**src/rtl/yangmips_rst_seq.sv**
```systemverilog
// Reset sequencer and run supervisor: holds reset, releases domains in staggered
// order, counts run cycles and forces a supervised stop on timeout or halt.
module yangmips_rst_seq #(
    parameter int unsigned NUM_DOMAINS    = 2,
    parameter int unsigned HOLD_CYCLES    = 10,
    parameter int unsigned STAGGER_CYCLES = 2,
    parameter int unsigned RUN_LIMIT      = 200,
    parameter int unsigned CNT_W          = 16
) (
    input  logic                   clk,
    input  logic                   rst,
    input  logic                   sw_rst_req,
    input  logic                   halt_req,
    output logic [NUM_DOMAINS-1:0] cpu_rst_o,
    output logic                   all_released,
    output logic [CNT_W-1:0]       run_cnt,
    output logic                   timeout,
    output logic                   halted
);

    localparam logic [CNT_W-1:0] HOLD_LAST  = CNT_W'(HOLD_CYCLES - 1);
    localparam logic [CNT_W-1:0] REL_LAST   = CNT_W'((NUM_DOMAINS - 1) * STAGGER_CYCLES);
    localparam logic [CNT_W-1:0] RUN_LAST   = CNT_W'(RUN_LIMIT - 1);
    localparam logic [CNT_W-1:0] RUN_MAX    = CNT_W'(RUN_LIMIT);
    localparam bit               TIMEOUT_EN = (RUN_LIMIT != 0);

    typedef enum logic [1:0] {
        S_HOLD    = 2'd0,
        S_RELEASE = 2'd1,
        S_RUN     = 2'd2,
        S_STOP    = 2'd3
    } state_t;

    state_t                 state;
    state_t                 state_nxt;
    logic [CNT_W-1:0]       cnt;
    logic [CNT_W-1:0]       cnt_nxt;
    logic [NUM_DOMAINS-1:0] cpu_rst_nxt;
    logic                   all_released_nxt;
    logic [CNT_W-1:0]       run_cnt_nxt;
    logic [CNT_W-1:0]       run_cnt_inc;
    logic                   timeout_nxt;
    logic                   halted_nxt;
    logic [NUM_DOMAINS-1:0] rel_hit;

    // Domain i is due for release when the phase counter reaches i*STAGGER_CYCLES
    for (genvar g = 0; g < int'(NUM_DOMAINS); g++) begin : g_rel_hit
        assign rel_hit[g] = (cnt == CNT_W'(g * STAGGER_CYCLES));
    end

    // Saturating increment keeps run_cnt from wrapping when the timeout is disabled
    assign run_cnt_inc = (run_cnt == {CNT_W{1'b1}}) ? run_cnt : run_cnt + CNT_W'(1);

    always_comb begin
        state_nxt        = state;
        cnt_nxt          = cnt;
        cpu_rst_nxt      = cpu_rst_o;
        all_released_nxt = all_released;
        run_cnt_nxt      = run_cnt;
        timeout_nxt      = timeout;
        halted_nxt       = halted;

        if (sw_rst_req) begin
            state_nxt        = S_HOLD;
            cnt_nxt          = '0;
            cpu_rst_nxt      = '1;
            all_released_nxt = 1'b0;
            run_cnt_nxt      = '0;
            timeout_nxt      = 1'b0;
            halted_nxt       = 1'b0;
        end else begin
            unique case (state)
                S_HOLD: begin
                    if (cnt == HOLD_LAST) begin
                        state_nxt = S_RELEASE;
                        cnt_nxt   = '0;
                    end else begin
                        cnt_nxt = cnt + CNT_W'(1);
                    end
                end
                S_RELEASE: begin
                    cpu_rst_nxt = cpu_rst_o & ~rel_hit;
                    if (cnt == REL_LAST) begin
                        state_nxt        = S_RUN;
                        all_released_nxt = 1'b1;
                        cnt_nxt          = '0;
                    end else begin
                        cnt_nxt = cnt + CNT_W'(1);
                    end
                end
                S_RUN: begin
                    // Halt outranks a coincident timeout
                    if (halt_req) begin
                        state_nxt        = S_STOP;
                        run_cnt_nxt      = run_cnt_inc;
                        cpu_rst_nxt      = '1;
                        all_released_nxt = 1'b0;
                        halted_nxt       = 1'b1;
                    end else if (TIMEOUT_EN && (run_cnt == RUN_LAST)) begin
                        state_nxt        = S_STOP;
                        run_cnt_nxt      = RUN_MAX;
                        timeout_nxt      = 1'b1;
                        cpu_rst_nxt      = '1;
                        all_released_nxt = 1'b0;
                        halted_nxt       = 1'b1;
                    end else begin
                        run_cnt_nxt = run_cnt_inc;
                    end
                end
                S_STOP: begin
                end
                default: begin
                    state_nxt = S_HOLD;
                    cnt_nxt   = '0;
                end
            endcase
        end
    end

    always_ff @(posedge clk) begin
        if (!rst) begin
            state        <= S_HOLD;
            cnt          <= '0;
            cpu_rst_o    <= '1;
            all_released <= 1'b0;
            run_cnt      <= '0;
            timeout      <= 1'b0;
            halted       <= 1'b0;
        end else begin
            state        <= state_nxt;
            cnt          <= cnt_nxt;
            cpu_rst_o    <= cpu_rst_nxt;
            all_released <= all_released_nxt;
            run_cnt      <= run_cnt_nxt;
            timeout      <= timeout_nxt;
            halted       <= halted_nxt;
        end
    end

endmodule

```
**config.mk**
```make
export PLATFORM = sky130hd
export DESIGN_NAME = yangmips_rst_seq
export DESIGN_NICKNAME = d
export VERILOG_FILES = /design/src/rtl/yangmips_rst_seq.sv
export SDC_FILE = /design/constraint.sdc
export NUM_CORES = 1
export LEC_CHECK = 0
export ABC_CLOCK_PERIOD_IN_PS = 1800
export CAP_MARGIN = 5
export CORE_ASPECT_RATIO = 0.8
export CORE_MARGIN = 3
export CORE_UTILIZATION = 55
export DETAILED_ROUTE_END_ITERATION = 10
export GPL_TIMING_DRIVEN = 0
export MAX_ROUTING_LAYER = met4
export PLACE_DENSITY = 0.85
export REMOVE_ABC_BUFFERS = 1
export SETUP_SLACK_MARGIN = 0.02
export SLEW_MARGIN = 0
export SYNTH_ARGS = -nofsm -noshare
export SYNTH_HDL_FRONTEND = slang
export SYNTH_SLANG_ARGS = --single-unit
```
**constraint.sdc**
```tcl
create_clock -name clk -period 1.8 [get_ports clk]
set_input_delay 0.18 -clock clk [delete_from_list [all_inputs] [get_ports clk]]
set_output_delay 0.18 -clock clk [all_outputs]
set_load 0.005 [all_outputs]
```
After elaboration in Yosys (flattened, before gate mapping)
Index checks and enable logic that the tools add are counted.
- mux-type cells: 18
- reduce and logical (&&, ||, !) cells: 12
- equality and inequality tests: 9
- bitwise operators: 4
- add/subtract/negate cells: 2
- operators with widths (cell ; count):
    $mux W16 ; 5
    $add A16 B1 Y16 const B ; 2
    $pmux W16 S2 ; 1
    $eq A16 B16 Y1 const B ; 1
    $eq A16 B2 Y1 const B ; 1
    $eq A16 B4 Y1 const B ; 1
    $eq A16 B8 Y1 const B ; 1
    $logic_not A16 Y1 ; 1
    $mux W2 ; 4
    $pmux W2 S3 ; 1
    $reduce_and A3 Y1 ; 2
    $reduce_bool A2 Y1 ; 3
    $mux W1 ; 5
    $ne A2 B2 Y1 const B ; 2
    $pmux W2 S2 ; 1
    $reduce_and A2 Y1 ; 2
    $reduce_and A4 Y1 ; 1
    $ne A3 B3 Y1 const B ; 1
    $reduce_bool A3 Y1 ; 1
    $and A2 B2 Y2 ; 1
    $eq A2 B1 Y1 const B ; 1
    $eq A2 B2 Y1 const B ; 1
    $logic_not A2 Y1 ; 1
    $not A1 Y1 ; 2
    other kinds (3) ; 3
- word-level logic and storage cells: 52
- register bits: 39

Longest topological paths before layout
Gate-level depths: netlist (run 1).
- depth in word-level cells: 4
- gate-level depth with buffers: 9
- gate-level depth less buffers: 7

Worst setup path after synthesis (run 1)
OpenSTA, ideal clock, no wires.
- path kind: register to register
- from: register run_cnt[0]
- to: register state[0]
- data required time: 1.684 ns
- library setup time: 0.116 ns
- data arrival time: 1.590 ns
- buffers on the path: 0
- cell stages (with the launch flop): 7
- clock period less this slack: 1.706 ns
- slack: 0.094 ns
- path through: dfxtp_1 -> ha_1 -> nor4b_2 -> nand4_2 -> a32oi_2 -> a211oi_1 -> a31o_1
- longest elaborated chain between the ends: 3
- RTL lines (element ; line ; text):
    start: declaration ; 16 ; output logic [CNT_W-1:0] run_cnt,
    start signal: assignment ; 134 ; run_cnt <= run_cnt_nxt;
    $eq A16 B8 Y1 ; 99 ; end else if (TIMEOUT_EN && (run_cnt == RUN_LAST)) begin
    $ne A3 B3 Y1 (no line) ; - ;
    $reduce_and A4 Y1 (no line) ; - ;
    end signal: assignment ; 130 ; state <= state_nxt;
    end: declaration ; 34 ; state_t state;
Every way passes these cells.
A chain may end at the register's enable or synchronous reset.

Worst setup path in the final report (run 1)
- from: register run_cnt[2]
- to: register run_cnt[5]
- longest elaborated chain between the ends: 4
- elaborated cells on any way between the ends: 6
- those cells by class: 1 x add/sub; 2 x eq/ne; 3 x mux
- RTL lines (element ; line ; text):
    $add A16 B1 Y16 / $eq A16 B16 Y1 (equally long branches) ; 52 ; assign run_cnt_inc = (run_cnt == {CNT_W{1'b1}}) ? run_cnt : run_cnt + CNT_W'(1);
    $mux W16 ; 52 ;
    $mux W16 ; 99 ;
    $mux W16 (*) ; 93 ; if (halt_req) begin
Every way passes the cells marked *; elsewhere a longest branch is shown, timed or not.

==> impl_metrics.tcl, run 1 <==
set metrics [dict create \
    synth_top_flop_cell "dfxtp_1" \
    critPathLaunchType "flop" \
    final_setup_violating_endpoints 0 \
    die_w_um 75.41 \
    clockBufferDepth 2 \
    synth_edf_count 0 \
    timing.final.max_slew_violations 0 \
    grt_first_pass_wirelength_um 8362 \
    floorplan.io_pins 25 \
    final_cell_area_um2 2719 \
    initial_utilization_pct 59.44 \
    use_met2_pct 33.95 \
    gr-max-usage-layer "met1" \
    layout_min_cycle_time_ns 1.799 \
    dr.first_iter.drc_count 248 \
    grt_util_all_layers_pct 24.60 \
    antenna_found_initial 0 \
    crit_required_ns 1.97 \
    cts_tree "built" \
    max-cap-violations 0 \
    skew_ns 0.005645 \
    fp.coreArea_um2 3566 \
    via_count_of_the_first_global_routing_pass 1742 \
    synth_top_cells_by_area "dfxtp_1 37%, nor2_1 7.6%, ha_1 5.3%" \
    critical_path.max_fanout 8 \
    areaGrowthSynthToFinish_pct 28.28 \
    antenna_violating_nets_post_route 0 \
    top_cell_type_s_share_of_synthesized_area_pct 36.84 \
    timing.slew.headroom_pct 52.57 \
    detailroute.via_count 2031 \
    max_vdd_drop_v 0.0006074 \
    synthDistinctLibCells 50 \
    tritoncts_num_sinks 39 \
    layout.core_utilization_pct 76.25 \
    synthMostInstantiatedCell "nor2_1" \
    detail_route.drc_violations 0 \
    worstHoldPathType "reg2reg" \
    h-tree-depth 2 \
    clock_tree.root_cell "clkbuf_8" \
    critical_path_arrival_ns 1.97 \
    synth_area_um2 2120 \
    dp.final_hpwl_um 3418 \
    insertedDiodeCount 0 \
    timing_worst_setup_path_type "reg2reg" \
    cts.hold.buffers_added 0 \
    detailedRoute.firstPassIterationCount 5 \
    placed_cells_incl_taps 308 \
    critical_path_end_type "flop" \
    rows 19 \
    largest_net_degree_at_the_start_of_global_routing 17 \
    worst_skew_pair.late_latency_ns 0.29 \
    drt_wl_total_um 5489 \
    p_per_area_nw_per_um2 613.3 \
    max_clock_freq_mhz 556.0 \
    placed_area_um2 2367 \
    route.detailed.wl_per_inst_um 16.73 \
    cts-buffers-inserted 5 \
    proportion_of_synthesized_flip_flops_having_asynchronous_set_or_reset_pct 0 \
    io_buffer_count 24 \
    cpMaxStageDelayCell "dfxtp_1" \
    path_clk_slew_ns 0.08 \
    num-nets-final 298 \
    hold_viol 0 \
    grt_setup_unrepaired "true" \
    synth_warnings 0 \
    finalCritPeriodShare_pct 99.92 \
    use_met1_pct 34.91 \
    path_cells "nand4_1 > nor4_4 > buf_4 > nand3b_1 > xor2_1 > nor2_1" \
    syn_area_per_cell_um2 8.444 \
    synth.ff_latch_count 39 \
    post_route_cells_drive_above_1_share_pct 19.93 \
    floorplan.die_area_um2 4639 \
    stdcell_count 328 \
    timing.critical_path.slowest_cell_delay_ns 0.50 \
    route.detailed.vias_per_inst 6.192 \
    tightestPinTransition_ns 0.7099 \
    die_height_um 61.53 \
    final_estimated_routing_congestion_in_global_placement 0.8169 \
    total_leakage_power_nw 0.9393 \
    fillers 241 \
    ys_top_cells_by_count "43 x nor2_1, 39 x dfxtp_1, 18 x nand2_1, 12 x xnor2_1" \
    yosys.area.top_type "dfxtp_1" \
    grt_overflow 0 \
    synth_cells 251 \
    synth_sequential_area_ratio_pct 36.84 \
    run_status "finished, final reports clean" \
    groute.layer.met3.usage_pct 6.525 \
]
registers in the layout, indices dropped and copies added, names as in the netlist:
| signal | count |
|---|---|
| all_released | 1 |
| cpu_rst_o | 2 |
| state | 2 |
| run_cnt | 16 |
| halted | 1 |
| timeout | 1 |
| cnt | 16 |
critical path: cells and delay by family, from the launching register on:
kind,cells,cell delay [ns]
AND/OR/NAND/NOR,4,0.80
flip-flops,1,0.50
buffers and inverters,1,0.21
XOR/XNOR,1,0.16
routing by layer:
layer | vias to the layer above | wire length, µm
met1 | 987 | 2604
met4 | 0 | 86
li1 | 963 | -
met2 | 70 | 2491
met5 | - | 0
met3 | 11 | 307
timing repair:
action                                  4_1_cts  5_1_grt
gates resized for setup                      14       26
setup buffers                                 7        5
pin swaps                                     4        6
endpoints found under the setup margin       33       33
logic make-up after synthesis:
| logic type | count (synthesis) | synth area share [%] |
|---|---|---|
| compound gates | 34 | 11.22 |
| xor+xnor | 22 | 9.091 |
| fa+ha+maj | 9 | 5.313 |
| buf+inv | 19 | 3.896 |
| flops | 39 | 36.84 |
| mux | 2 | 0.9445 |
| simple gates | 126 | 32.70 |
layout make-up:
| class | count | area, µm² | share of cell area, % |
|---|---|---|---|
| well taps | 42 | 52.55 | 1.933 |
| inverters | 10 | 37.54 | 1.381 |
| multi-input cells | 193 | 1376 | 50.62 |
| clock inverters | 2 | 35.03 | 1.289 |
| flip-flops and latches | 39 | 804.5 | 29.59 |
| clock buffers | 6 | 82.58 | 3.037 |
| repair buffers | 36 | 330.3 | 12.15 |
per-stage QoR:
step | setup slack (ns) | total power [W] | hold slack, ns | setup TNS, ns
2_1_floorplan | -0.1437 | 0.0009144 | 0.3904 | -0.3939
3_3_place_gp | -0.5064 | 0.0009316 | 0.4489 | -6.180
3_5_place_dp | -0.5115 | 0.0009331 | 0.4572 | -7.182
4_1_cts | 0.003086 | 0.001680 | 0.4675 | 0
5_1_grt | -0.07311 | 0.001714 | 0.4879 | -0.2819
6_report | 0.001381 | 0.001667 | 0.4621 | 0
cells in the final DEF, fill, tap and decap left out, types with 5 or more instances in the layout:
| cell | netlist | routed |
|---|---|---|
| buf_4 | 2 | 12 |
| dfxtp_1 | 39 | 26 |
| nor2_1 | 43 | 40 |
| xor2_1 | 10 | 10 |
| clkbuf_8 | 0 | 6 |
| nand3_1 | 9 | 9 |
| a21oi_1 | 8 | 8 |
| o21ai_0 | 5 | 5 |
| clkdlybuf4s50_1 | 0 | 24 |
| nor4_1 | 5 | 5 |
| ha_1 | 9 | 5 |
| inv_1 | 10 | 8 |
| dfxtp_2 | 0 | 10 |
| and3_1 | 5 | 5 |
| nand2_1 | 18 | 17 |
| nand4_1 | 8 | 8 |
| xnor2_1 | 12 | 12 |
| nor3_1 | 10 | 9 |
path summary, 6_finish.rpt:
| check | endpoint | slack (ns) | start | depth (start not counted) |
|---|---|---|---|---|
| hold reg to reg | all_released | 0.46 | all_released | 2 |
| hold / removal | all_released | 0.46 | all_released | 2 |
| setup reg to reg | run_cnt[5] | 0.001 | run_cnt[2] | 6 |
| setup / recovery | run_cnt[5] | 0.001 | run_cnt[2] | 6 |
power breakdown:
part           leakage (nW)  internal [W]  switching [W]
clock                0.0612      0.000448       0.000308
sequential            0.322      0.000860     0.00000370
combinational         0.556     0.0000161      0.0000315
Note: power is estimated with default switching activity, not from simulation.
==> inputs of run 2 (changes only) <==
GPL_ROUTABILITY_DRIVEN = 0   (was default)
REMOVE_ABC_BUFFERS = default   (was 1)
==> impl_metrics.tcl, run 2 (synthesis gave the netlist of run 1 again) <==
set metrics [dict create \
    run_status "finished, final reports clean" \
    total_leakage_power_nw 0.9153 \
    drt_wl_total_um 5175 \
    cp_startpoint "run_cnt[2]" \
    cts_tree "built" \
    worstHoldPathType "reg2reg" \
    detail_route.drc_violations 0 \
    layout_top_registers "cnt (16), run_cnt (16)" \
    layout_min_cycle_time_ns 1.739 \
    critPathLaunchType "flop" \
    critical_path_arrival_ns 1.91 \
    stdcell_count 331 \
    rr_startpoint "run_cnt[2]" \
    worst_skew_pair.late_latency_ns 0.30 \
    rows 19 \
    die_height_um 61.53 \
    dr.first_iter.drc_count 235 \
    route.detailed.wl_per_inst_um 15.63 \
    crit_required_ns 1.97 \
    areaGrowthSynthToFinish_pct 26.92 \
    finalCritPeriodShare_pct 96.61 \
    initial_utilization_pct 59.44 \
    detailroute.via_count 2008 \
    grt_first_pass_wirelength_um 7907 \
    max_vdd_drop_v 0.0005890 \
    h-tree-depth 2 \
    layout.cells.most_common "nor2_1" \
    comb_power_share_pct 3.6 \
    route.detailed.vias_per_inst 6.066 \
    cts-buffers-inserted 5 \
    path_clk_slew_ns 0.08 \
    insertedDiodeCount 0 \
    tightestPinTransition_ns 0.4753 \
    path_delay_family "simple AND/OR/NAND/NOR gates" \
    worstHoldStart "all_released" \
    tritoncts_num_sinks 39 \
    cpMaxStageDelayCell "dfxtp_1" \
    placed_cells_incl_taps 317 \
    path_cells "nand3_1 > nor2_2 > nor4bb_1 > xnor2_1 > nor2_1" \
    fp.coreArea_um2 3566 \
    power.switching_fraction_pct 22.50 \
    grt_overflow 0 \
    internal-power_w 0.001183 \
    num-nets-final 302 \
    syn_nets 264 \
    floorplan.io_pins 25 \
    commonest_cells_after_routing_fill_and_taps_aside "41 x nor2_1, 27 x dfxtp_1, 24 x clkdlybuf4s50_1, 18 x nand2_1" \
    post_route_cells_drive_above_1_share_pct 20.07 \
    max_clock_freq_mhz 575.0 \
    detailedRoute.firstPassIterationCount 4 \
    critical_path.max_fanout 8 \
    critical_path_end_type "flop" \
    timing_worst_setup_path_type "reg2reg" \
    final_setup_violating_endpoints 0 \
    die_w_um 75.41 \
    floorplan.die_area_um2 4639 \
    least_setup_slack_across_all_paths_after_layout_ns 0.06102 \
    via_count_of_the_first_global_routing_pass 1668 \
    cp.buffers_inverters 0 \
    pwr-share-seq_pct 56.8 \
    timing.final.max_slew_violations 0 \
    pre_cts_slack_ns -0.1867 \
    hold_viol 0 \
    timing.slew.headroom_pct 68.31 \
    dp.final_hpwl_um 3427 \
    p_per_area_nw_per_um2 567.4 \
    antenna_found_initial 0 \
    clockBufferDepth 2 \
    power_frac_clock_pct 39.7 \
    clock_tree.root_cell "clkbuf_8" \
    antenna_violating_nets_post_route 0 \
    largest_net_degree_at_the_start_of_global_routing 12 \
    grt_util_all_layers_pct 23.46 \
    skew_ns 0.008074 \
    max-cap-violations 0 \
    total_switching_power_w 0.0003434 \
    timing.critical_path.slowest_cell_delay_ns 0.49 \
    io_buffer_count 24 \
]
## run 2: worst paths after layout
check / to / slack (ns) / cells past startpoint
setup / recovery: run_cnt[9] / 0.06 / 5
hold / removal: all_released / 0.48 / 2
setup reg to reg: run_cnt[9] / 0.06 / 5
hold reg to reg: all_released / 0.48 / 2
## run 2: power groups by stage
| stage | registers [W] | logic (W) | clock network (W) |
|---|---|---|---|
| floorplan | 0.000887 | 0.0000294 | 0 |
| global placement | 0.000887 | 0.0000458 | 0 |
| detailed placement | 0.000888 | 0.0000477 | 0 |
| CTS | 0.000868 | 0.0000492 | 0.000620 |
| global route | 0.000867 | 0.0000602 | 0.000654 |
| finish | 0.000866 | 0.0000545 | 0.000606 |
## run 2: layer usage
layer	wire, µm	GRT usage, %	share of wire (%)	vias up
met5	0	-	0	-
met4	83	9.476	1.6	0
met3	300	4.731	5.8	10
met2	2370	32.72	46	77
met1	2420	32.94	47	949
li1	-	-	-	972
## run 2: area by class of cell
cell class / instances / area [µm²]
multi-input combinational: 193 / 1358
clock buffer: 6 / 82.58
inverter: 10 / 37.54
tap: 42 / 52.55
buffer: 8 / 53.80
sequential: 39 / 800.8
clock inverter: 1 / 5.005
fill: 245 / 875.8
timing repair buffer: 32 / 300.3
## run 2: what timing repair did
item | CTS | global route
gates resized for setup | 6 | 39
pin swaps | 4 | 7
setup endpoints to repair | 27 | 27
hold buffers | 0 | 0
buffers inserted | 5 | 3
## run 2: tightest hold or removal path: cells and delay by family, from the launching register on
kind | cells | cell delay (ns)
AND/OR/NAND/NOR | 1 | 0.05
flip-flops | 1 | 0.32
multiplexers | 1 | 0.06
## run 2: metrics by stage
step / power [W] / utilization (%) / hold slack (ns) / TNS (ns) / instance area (µm²)
after floorplan: 0.0009161 / - / 0.3904 / 0 / 2120
after global placement: 0.0009333 / 67.65 / 0.4514 / -1.801 / 2412
after detailed placement: 0.0009355 / 67.65 / 0.4670 / -2.858 / 2412
after CTS: 0.001537 / 71.75 / 0.4758 / 0 / 2559
after global routing: 0.001581 / 75.44 / 0.5073 / -0.06243 / 2690
final: 0.001526 / 75.44 / 0.4765 / 0 / 2690
